**config.mk**
```make
export PLATFORM = sky130hd
export DESIGN_NAME = seg7_scan_driver
export DESIGN_NICKNAME = d
export VERILOG_FILES = /design/src/rtl/seg7_scan_driver.sv
export SDC_FILE = /design/constraint.sdc
export NUM_CORES = 1
export LEC_CHECK = 0
export BUFFER_PORTS_ARGS = -buffer_cell sky130_fd_sc_hd__buf_2
export CORE_AREA = 2 2 79 81
export DETAILED_ROUTE_END_ITERATION = 8
export DIE_AREA = 0 0 81 83
export PLACE_DENSITY = 0.87
export SLEW_MARGIN = 20
export SYNTH_ARGS = -nofsm -noshare
export SYNTH_HDL_FRONTEND = slang
export SYNTH_SLANG_ARGS = --single-unit
```
**constraint.sdc**
```tcl
create_clock -name clk -period 3.9 [get_ports clk]
set_input_delay 1.17 -clock clk [delete_from_list [all_inputs] [get_ports clk]]
set_output_delay 1.17 -clock clk [all_outputs]
set_load 0.05 [all_outputs]
```
**src/rtl/seg7_scan_driver.sv**
```systemverilog
// Multiplexed N-digit 7-segment scan driver with frame snapshot, hex mode,
// leading-zero blanking, decimal points and an anti-ghost dead cycle on each digit change.
module seg7_scan_driver #(
  parameter int unsigned NUM_DIGITS = 4,
  parameter int unsigned SCAN_DIV   = 100000,
  parameter int unsigned CNT_W      = 17,
  localparam int unsigned IDX_W     = $clog2(NUM_DIGITS)
) (
  input  logic                    clk,
  input  logic                    rst_n,
  input  logic [4*NUM_DIGITS-1:0] digits,
  input  logic [NUM_DIGITS-1:0]   dp_in,
  input  logic                    hex_en,
  input  logic                    blank_lz,
  input  logic                    enable,
  output logic [NUM_DIGITS-1:0]   an,
  output logic [6:0]              segment,
  output logic                    dp,
  output logic [IDX_W-1:0]        scan_idx
);

  logic [CNT_W-1:0]        r_cnt;
  logic [IDX_W-1:0]        r_idx;
  logic [4*NUM_DIGITS-1:0] r_snap_dig;
  logic [NUM_DIGITS-1:0]   r_snap_dp;
  logic                    r_snap_hex;
  logic                    r_snap_blz;
  logic                    r_first;
  logic                    r_was_en;
  logic [NUM_DIGITS-1:0]   r_an;
  logic [6:0]              r_seg;
  logic                    r_dp;

  logic                    w_tick;
  logic                    w_wrap;
  logic                    w_cap;
  logic [IDX_W-1:0]        w_idx_nxt;
  logic [4*NUM_DIGITS-1:0] w_dig;
  logic [NUM_DIGITS-1:0]   w_dpv;
  logic                    w_hex;
  logic                    w_blz;
  logic [NUM_DIGITS-1:0]   w_blank;
  logic [3:0]              w_val;
  logic                    w_lit;
  logic [6:0]              w_seg_nxt;
  logic [NUM_DIGITS-1:0]   w_an_nxt;

  function automatic logic [6:0] decode(input logic [3:0] v, input logic hex);
    logic [6:0] s;
    case (v)
      4'h0: s = 7'b0000001;
      4'h1: s = 7'b1001111;
      4'h2: s = 7'b0010010;
      4'h3: s = 7'b0000110;
      4'h4: s = 7'b1001100;
      4'h5: s = 7'b0100100;
      4'h6: s = 7'b0100000;
      4'h7: s = 7'b0001111;
      4'h8: s = 7'b0000000;
      4'h9: s = 7'b0000100;
      4'hA: s = 7'b0001000;
      4'hB: s = 7'b1100000;
      4'hC: s = 7'b0110001;
      4'hD: s = 7'b1000010;
      4'hE: s = 7'b0110000;
      default: s = 7'b0111000;
    endcase
    if (v > 4'd9 && !hex) s = 7'b1111111;
    return s;
  endfunction

  assign w_tick    = (r_cnt == CNT_W'(SCAN_DIV - 1));
  assign w_wrap    = w_tick && (r_idx == IDX_W'(NUM_DIGITS - 1));
  assign w_idx_nxt = w_wrap ? '0 : (w_tick ? r_idx + IDX_W'(1) : r_idx);
  // The frame about to start decodes from the fresh capture, not the stale snapshot.
  assign w_cap     = r_first || w_wrap;
  assign w_dig     = w_cap ? digits   : r_snap_dig;
  assign w_dpv     = w_cap ? dp_in    : r_snap_dp;
  assign w_hex     = w_cap ? hex_en   : r_snap_hex;
  assign w_blz     = w_cap ? blank_lz : r_snap_blz;

  always_comb begin
    logic zero_above;
    zero_above = 1'b1;
    w_blank    = '0;
    for (int i = NUM_DIGITS - 1; i >= 0; i--) begin
      zero_above = zero_above && (w_dig[4*i +: 4] == 4'd0);
      w_blank[i] = zero_above && w_blz && (i != 0);
    end
  end

  assign w_val     = w_dig[{w_idx_nxt, 2'b00} +: 4];
  assign w_seg_nxt = w_blank[w_idx_nxt] ? 7'b1111111 : decode(w_val, w_hex);
  assign w_lit     = !w_blank[w_idx_nxt] || w_dpv[w_idx_nxt];
  assign w_an_nxt  = (w_tick || !r_was_en || !w_lit) ? '1
                   : ~(NUM_DIGITS'(1) << w_idx_nxt);

  always_ff @(posedge clk or negedge rst_n) begin
    if (!rst_n) begin
      r_cnt      <= '0;
      r_idx      <= '0;
      r_snap_dig <= '0;
      r_snap_dp  <= '0;
      r_snap_hex <= 1'b0;
      r_snap_blz <= 1'b0;
      r_first    <= 1'b1;
      r_was_en   <= 1'b1;
      r_an       <= '1;
      r_seg      <= 7'b1111111;
      r_dp       <= 1'b1;
    end else if (!enable) begin
      r_an     <= '1;
      r_seg    <= 7'b1111111;
      r_dp     <= 1'b1;
      r_was_en <= 1'b0;
    end else begin
      r_cnt    <= w_tick ? '0 : r_cnt + CNT_W'(1);
      r_idx    <= w_idx_nxt;
      r_first  <= 1'b0;
      r_was_en <= 1'b1;
      if (w_cap) begin
        r_snap_dig <= digits;
        r_snap_dp  <= dp_in;
        r_snap_hex <= hex_en;
        r_snap_blz <= blank_lz;
      end
      r_an  <= w_an_nxt;
      r_seg <= w_seg_nxt;
      r_dp  <= ~w_dpv[w_idx_nxt];
    end
  end

  assign an       = r_an;
  assign segment  = r_seg;
  assign dp       = r_dp;
  assign scan_idx = r_idx;

endmodule

```
# Word-level counts from Yosys, hierarchy flattened
# Memories as Yosys holds them, arrays and structs flattened.
# Cells that the tools add are included.
# Widths: inputs -> output; s select.
dict set report classes {
  magnitude_cmp 2
  div_mod_pow 0
  n_bitwise 2
  mul 0
  eq_ne 2
  n_shift 2
  add_sub_neg 2
  n_reduce_logical 18
  mux 18
}
# cell n
set ops {}
lappend ops {{$mux 7} 3}
lappend ops {{$add 17x1->17 const B} 1}
lappend ops {{$eq 17x17->1 const B} 1}
lappend ops {{$mux 17} 1}
lappend ops {{$mux 16} 1}
lappend ops {{$shiftx 16x5->4} 1}
lappend ops {{$logic_not 4->1} 3}
lappend ops {{$mux 4} 3}
lappend ops {{$logic_and 1x1->1} 7}
lappend ops {{$mux 1} 6}
lappend ops {{$bmux 1 s2} 2}
lappend ops {{$gt 4x4->1 const B} 1}
lappend ops {{$logic_not 1->1} 4}
lappend ops {{$logic_or 1x1->1} 4}
lappend ops {{$mux 2} 2}
lappend ops {{$not 4->4} 1}
lappend ops {{$shl 1x2->4 const A} 1}
lappend ops {{$lt 2x3->1 const B} 1}
lappend ops {{$add 2x1->2 const B} 1}
lappend ops {{$eq 2x2->1 const B} 1}
lappend ops {{$not 1->1} 1}
dict set report totals {
  mem_count 1
  latchBits 0
  ff_bits 55
  wordCells 58
  mem_bits_rw 0
  romBits 112
  in_bits 25
}
# memory words width read_ports rd_clocked_by_memory_dff write_ports line
set mem_list {}
lappend mem_list {{(no name shown)} 16 7 1 0 0 50} ;# case (v)

# Logic depth before layout (Yosys ltp)
# Gate-level depths: netlist (run 1).
dict set report depth {
  depth_word 16
  mapped_depth 15
}

# Least setup slack after synthesis (run 1)
# Ideal clock, no wire load.
dict set report synth_timing {
  path_kind {flip-flop to flip-flop}
  start {reg r_cnt[0]}
  end {reg r_seg[0] (netlist: segment[0])}
  path_stages_with_launch 16
  setup_ns 0.097
  path_slack_ns 0.842
  period_less_slack_ns 3.058
  required_time_ns 3.803
  arrival_time_ns 2.961
  path_cell_list {dfrtp_1 > ha_1 > and4_1 > and4_4 > buf_6 > a21oi_4 > buf_6 > mux2i_1 > o22ai_1 > a211oi_2 > ha_1 > nor2_1 > o221ai_2 > and3b_1 > buf_6 > o221ai_1}
}
dict set report synth_between {
  elab_chain_len 12
  elab_cells_between_ends 26
}
# item line
set synth_lines {}
lappend synth_lines {{start, declared} 22} ;# logic [CNT_W-1:0] r_cnt;
lappend synth_lines {{start signal, assigned} 117} ;# r_cnt <= w_tick ? '0 : r_cnt + CNT_W'(1);
lappend synth_lines {{$eq 17x17->1 *} 72} ;# assign w_tick = (r_cnt == CNT_W'(SCAN_DIV - 1));
lappend synth_lines {{parallel branches: the longest is 9 deep, another holds $mem_v2 16x7} --}
lappend synth_lines {{$mux 7 *} 93} ;# assign w_seg_nxt = w_blank[w_idx_nxt] ? 7'b1111111 : decode(w_val, w_hex);
lappend synth_lines {{$mux 7 *} 111} ;# end else if (!enable) begin
lappend synth_lines {{end signal, assigned} 128} ;# r_seg <= w_seg_nxt;
lappend synth_lines {{end, declared} 31} ;# logic [6:0] r_seg;
# Mark *: on every way between the ends. The select of a mux whose other input is x is not followed.
# A chain may end at the register's enable or synchronous reset.

# Final worst setup path (run 1)
# Ends and elaborated chain as after synthesis.

==> results of run 1 <==
==> cell type report <==
type                    instances  area [µm²]  share of cell area
well taps                      75        93.8              0.0262
clock inverters                 3        15.0             0.00420
inverters                       8        30.0             0.00839
repair buffers                 41         215              0.0602
flip-flops and latches         55        1390               0.390
clock buffers                   5        68.8              0.0192
multi-input cells             247        1760               0.492
==> metrics by stage <==
stage               setup WS [ns]  cells
floorplan                   0.842    326
global placement            0.581    426
detailed placement          0.381    426
CTS                         0.365    434
global route                0.156    434
finish                      0.352    434
==> cells in the final DEF (no fill, tap or decap), types with 4 or more instances in the layout <==
cell type,Yosys,final
dfrtp_1,41,41
nor4_1,4,4
ha_1,8,8
and3_1,5,5
nor2_1,18,18
nand4_1,4,4
buf_4,0,4
nand2_1,50,50
o21ai_0,21,21
nand3_1,6,6
or3_1,4,4
xnor2_1,6,6
a21oi_1,16,16
dfstp_2,14,14
nand2b_1,12,12
inv_1,8,8
o22ai_1,5,5
clkbuf_8,0,5
mux2_2,23,23
mux2i_1,10,10
buf_2,0,37
xor2_1,5,5
==> power by group through the flow <==
stage	Clock, W	Combinational, W	Sequential [W]
finish	0.000305	0.000144	0.000645
global route	0.000337	0.000159	0.000650
CTS	0.000316	0.000145	0.000644
detailed placement	0	0.000145	0.000655
global placement	0	0.000142	0.000650
floorplan	0	0.0000726	0.000673
==> final timing paths <==
kind | start | slack [ns] | end | cells past startpoint
setup reg to reg | r_cnt[0] | 0.35 | segment[0] | 12
min in group asynchronous | rst_n | 0.85 | r_snap_dig[12] | 1
max in group asynchronous | rst_n | 2.42 | segment[4] | 2
hold / removal | r_snap_dig[3] | 0.51 | r_snap_dig[3] | 1
setup / recovery | r_cnt[0] | 0.35 | segment[0] | 12
hold reg to reg | r_snap_dig[3] | 0.51 | r_snap_dig[3] | 1
==> registers in the layout (all words and copies together) (netlist names) <==
signal      flops
r_cnt          17
r_snap_dig     16
segment         7
an              4
r_snap_dp       4
scan_idx        2
dp              1
r_first         1
r_snap_blz      1
r_snap_hex      1
r_was_en        1
==> metal layers <==
layer	vias up	share of wire	wire, µm	GRT usage
li1	1221	-	-	-
met1	1195	0.46	3090	0.294
met2	53	0.48	3200	0.346
met3	8	0.043	286	0.0413
met4	0	0.018	123	0.0647
met5	-	0	0	0
==> cells by family after synthesis <==
family / after synthesis / share of synthesized area
flops: 55 / 0.425
simple gates: 124 / 0.206
mux: 34 / 0.116
fa+ha+maj: 8 / 0.0305
compound gates: 70 / 0.154
buf+inv: 24 / 0.0393
xor+xnor: 11 / 0.0293
==> impl_metrics.csv, run 1 <==
group,metric,value,unit
global_routing,grt_first_pass_wirelength,11.5,mm
route,via_per_inst,5.71,
die,placementRows,28,
power_and_ir_drop,netSwitchingPower,0.000306,W
finish,num_antenna_cells,0,
die,core,5820,µm²
clock_network,clk_path_buf_depth,2,
finish,finalInstanceArea,3580,µm²
sta,fin_crit,3.55,ns
worst_setup_path,cp_slowest_cell,"a21oi_4",
die,dieArea,6720,µm²
clock_network,ctsHoldBuffers,0,
clock_network,post_cts_resized,0,
worst_setup_path,crit_path_max_fanout,18,
sta,tightest_slew,0.887,ns
die,die_w,81,µm
global_routing,grt.total_usage,0.216,
route,dr.pass1.iters,4,
synthesis,seq_area_frac_synth,0.425,
place,placed_cell_area,3490,µm²
sta,achievable-frequency,0.282,GHz
worst_setup_path,critPathMaxStageDelay,0.45,ns
hold_path,hold_path_class,"flop to flop",
route,vias,2477,
worst_setup_path,crit_chain,"ha_1 > and4_1 > and4_4 > a21oi_4 > mux2i_1 > o22ai_1 > a211oi_2 > ha_1 > nor2_1 > o221ai_2 > and3b_1 > o221ai_1",
synthesis,synthCells,326,
global_routing,gr-total-overflow,0,
synthesis,yosysUniqueCellTypes,59,
synthesis,netlist.area_leader.share,0.313,
flow_run,max-cap-violations,0,
finish,final_util,0.615,
power_and_ir_drop,swShare,0.279,
global_routing,grt_pass1_vias,2479,
synthesis,ys_seq_elements,55,
power_and_ir_drop,pwr-share-clk,0.279,
power_and_ir_drop,seq_power_share,0.589,
sta,hold_viol_final,0,
synthesis,avgSynthCellArea,10.1,µm²
worst_setup_path,crit_path_frequent_cell,"ha_1",
global_routing,antenna_found_initial,0,
route,wl,6.70,mm
synthesis,synthTopCellsByArea,"dfrtp_1, dfstp_2, mux2_2, nand2_1, o21ai_0",
worst_setup_path,cpLargestDelayFamily,"compound AO/OA/AOI/OAI gates",
synthesis,yosysMostFrequentCell,"nand2_1",
power_and_ir_drop,internal_power,0.000788,W
finish,syn2layout_area_growth,8.96,%
synthesis,synth_area,3280,µm²
synthesis,ys_warn_count,0,
sta,whs,0.511,ns
global_routing,grt_max_degree,47,
synthesis,synthArstFlopShare,1.00,
route,drt-initial-drc-count,170,
route,drc,0,
worst_setup_path,cp-start-kind,"flop",
clock_network,htreeDepth,2,
clock_network,cts_tree,"done",
sta,slew_headroom,0.407,
finish,drive_gt1_frac,0.309,
route,drtAntennaViolNets,0,
finish,fillers,483,
power_and_ir_drop,p_comb_frac,0.132,
die,die_y,83,µm
worst_setup_path,arrival,3.76,ns
worst_setup_path,critical_path_required,4.11,ns
place,place_hpwl,5.02,mm
clock_network,clk_latency,0.31,ns
clock_network,cts_buffers,5,
clock_network,root_buffer,"clkbuf_8",
power_and_ir_drop,p_total,0.00109,W
worst_setup_path,endpoint_kind,"flop",
power_and_ir_drop,p_leak,1.63,nW
place,routabilityCongestion,0.921,
die,io-pin-count,39,
place,numPortBuffers,38,
synthesis,synth_nets,359,
sta,rsz0062_at_grt,"no",
finish,nets,391,
sta,post-route-period-util,0.910,
synthesis,synth-main-ff-cell,"dfrtp_1",
synthesis,synth_area_leader_cell,"dfrtp_1",
run_status,outcome,"finished clean",
route,wl_per_cell,15.4,µm
clock_network,cts_sinks,55,
sta,fin_tns_setup,0,ns
power_and_ir_drop,vdd_drop_max,159,µV
worst_setup_path,criticalPathCategory,"flop to flop",
synthesis,synth_edf_count,0,
sta,worst_clock_skew,0.00979,ns
sta,finalSetupViolations,0,
clock_network,cts_setup_buffers,0,
power_and_ir_drop,power.density,306,nW/µm²
clock_network,cts.clk_slew.worst_paths,0.09,ns
die,start_util,0.565,
sta,slew_viol_final,0,
worst_setup_path,cp_num_buf_inv,0,
synthesis,synth_common_cells,"nand2_1, dfrtp_1, mux2_2",
Power figures use the tool's default switching activity.
==> run 2: changes to the inputs <==
--- a/config.mk
+++ b/config.mk
@@ -6,10 +6,10 @@
 export NUM_CORES = 1
 export LEC_CHECK = 0
 export BUFFER_PORTS_ARGS = -buffer_cell sky130_fd_sc_hd__buf_2
-export CORE_AREA = 2 2 79 81
+export CORE_AREA = 2 2 81 83
 export DETAILED_ROUTE_END_ITERATION = 8
-export DIE_AREA = 0 0 81 83
-export PLACE_DENSITY = 0.87
+export DIE_AREA = 0 0 83 85
+export PLACE_DENSITY = 0.84
 export SLEW_MARGIN = 20
 export SYNTH_ARGS = -nofsm -noshare
 export SYNTH_HDL_FRONTEND = slang
==> impl_metrics.csv, run 2 (synthesis results as in run 1) <==
group,metric,value,unit
finish,syn2layout_area_growth,10.4,%
clock_network,cts_sinks,55,
sta,slew_headroom,0.427,
global_routing,gr-total-overflow,0,
place,routabilityCongestion,0.866,
clock_network,clk_latency,0.31,ns
global_routing,grt_first_pass_wirelength,12.2,mm
die,die_y,85,µm
finish,multi_input_comb_area,1760,µm²
worst_setup_path,endpoint_kind,"flop",
die,core,6200,µm²
route,drc,0,
sta,achievable-frequency,0.278,GHz
finish,largest_register,"r_cnt",
route,routed.top_layer,"met4",
worst_setup_path,arrival,3.81,ns
clock_network,post_cts_resized,0,
finish,final_common_cell,"nand2_1",
sta,hold_viol_final,0,
hold_path,hold_path_class,"flop to flop",
finish,final_cell_mix,"nand2_1, dfrtp_1, buf_2, mux2_2, o21ai_0",
route,vias,2596,
sta,fin_tns_setup,0,ns
power_and_ir_drop,vdd_drop_max,176,µV
clock_network,cts_setup_buffers,0,
power_and_ir_drop,power.density,338,nW/µm²
sta,worst_clock_skew,0.0105,ns
sta,tightest_slew,0.857,ns
route,drt-initial-drc-count,170,
worst_setup_path,critical_path_required,4.11,ns
clock_network,cts_buffers,5,
global_routing,grt_max_degree,36,
sta,fin_crit,3.60,ns
worst_setup_path,rrSetupSlack,0.30,ns
sta,post-route-period-util,0.923,
clock_network,htreeDepth,2,
clock_network,cts_tree,"done",
die,placementRows,29,
global_routing,grt.total_usage,0.211,
route,drtAntennaViolNets,0,
route,dr.pass1.iters,5,
clock_network,ctsHoldBuffers,0,
global_routing,grt_pass1_vias,2586,
finish,num_antenna_cells,0,
worst_setup_path,cp-start-kind,"flop",
die,die_w,83,µm
die,start_util,0.529,
run_status,outcome,"finished clean",
die,io-pin-count,39,
route,wl_met1,3.07,mm
power_and_ir_drop,p_leak,1.65,nW
finish,drive_gt1_frac,0.306,
finish,fillers,527,
finish,final_util,0.584,
flow_run,max-cap-violations,0,
place,place_hpwl,5.26,mm
die,dieArea,7060,µm²
route,wl_met2,3.45,mm
route,wl_per_cell,16.3,µm
route,wl,7.12,mm
finish,ff_latch_area,1390,µm²
route,wl_met3,388,µm
worst_setup_path,criticalPathCategory,"flop to flop",
sta,rsz0062_at_grt,"no",
sta,slew_viol_final,0,
place,numPortBuffers,38,
sta,finalSetupViolations,0,
clock_network,root_buffer,"clkbuf_8",
route,via_per_inst,5.95,
global_routing,antenna_found_initial,0,
worst_setup_path,crit_path_max_fanout,18,
finish,largest_register_ffs,17,
clock_network,clk_path_buf_depth,2,
worst_setup_path,reg2regPathDepth,12,
hold_path,min_path_cells,1,
clock_network,cts.clk_slew.worst_paths,0.10,ns
finish,nets,391,
-- run 2: through the flow --
| step | setup slack, ns | hold WS, ns | instances | power [W] | area [µm²] |
|---|---|---|---|---|---|
| floorplan | 0.842 | 0.471 | 326 | 0.000745 | 3280 |
| global placement | 0.550 | 0.486 | 428 | 0.000793 | 3490 |
| detailed placement | 0.369 | 0.496 | 428 | 0.000799 | 3490 |
| CTS | 0.320 | 0.518 | 436 | 0.00124 | 3630 |
| global route | 0.0932 | 0.534 | 436 | 0.00128 | 3630 |
| finish | 0.300 | 0.516 | 436 | 0.00122 | 3630 |
-- run 2: worst max-delay path: stages, from the launching register on --
cell      delay [ns]
dfrtp_1         0.42
ha_1            0.25
and4_1          0.18
and4_4          0.23
a21oi_4         0.48
mux2i_1         0.28
o22ai_1         0.11
a211oi_2        0.46
ha_1            0.34
nor2_1          0.08
o221ai_2        0.12
and3b_1         0.37
o221ai_1        0.19
-- run 2: path summary, 6_finish.rpt --
path	start	end
min reg2reg	r_snap_dp[1]	r_snap_dp[1]
min	r_snap_dp[1]	r_snap_dp[1]
min in group asynchronous	rst_n	r_snap_dig[15]
max reg2reg	r_cnt[0]	segment[1]
max in group asynchronous	rst_n	segment[5]
max	r_cnt[0]	segment[1]
-- run 2: report_power, final --
part	switching (W)	leakage, nW	internal, W	total [W]
Clock	0.000180	0.0654	0.000257	0.000437
Sequential	0.0000353	0.701	0.000608	0.000643
Combinational	0.0000887	0.881	0.0000565	0.000145
-- run 2: area by class of cell --
cell class	instances	share of cell area
tap	77	0.0266
sequential	55	0.384
clock inverter	2	0.0166
clock buffer	6	0.0200
inverter	8	0.00828
multi-input combinational	247	0.486
timing repair buffer	41	0.0587
-- run 2: per-layer routing --
layer,global-route usage,vias up
met5,0,-
met2,0.342,94
met1,0.278,1253
li1,-,1230
met3,0.0370,19
met4,0.0969,0
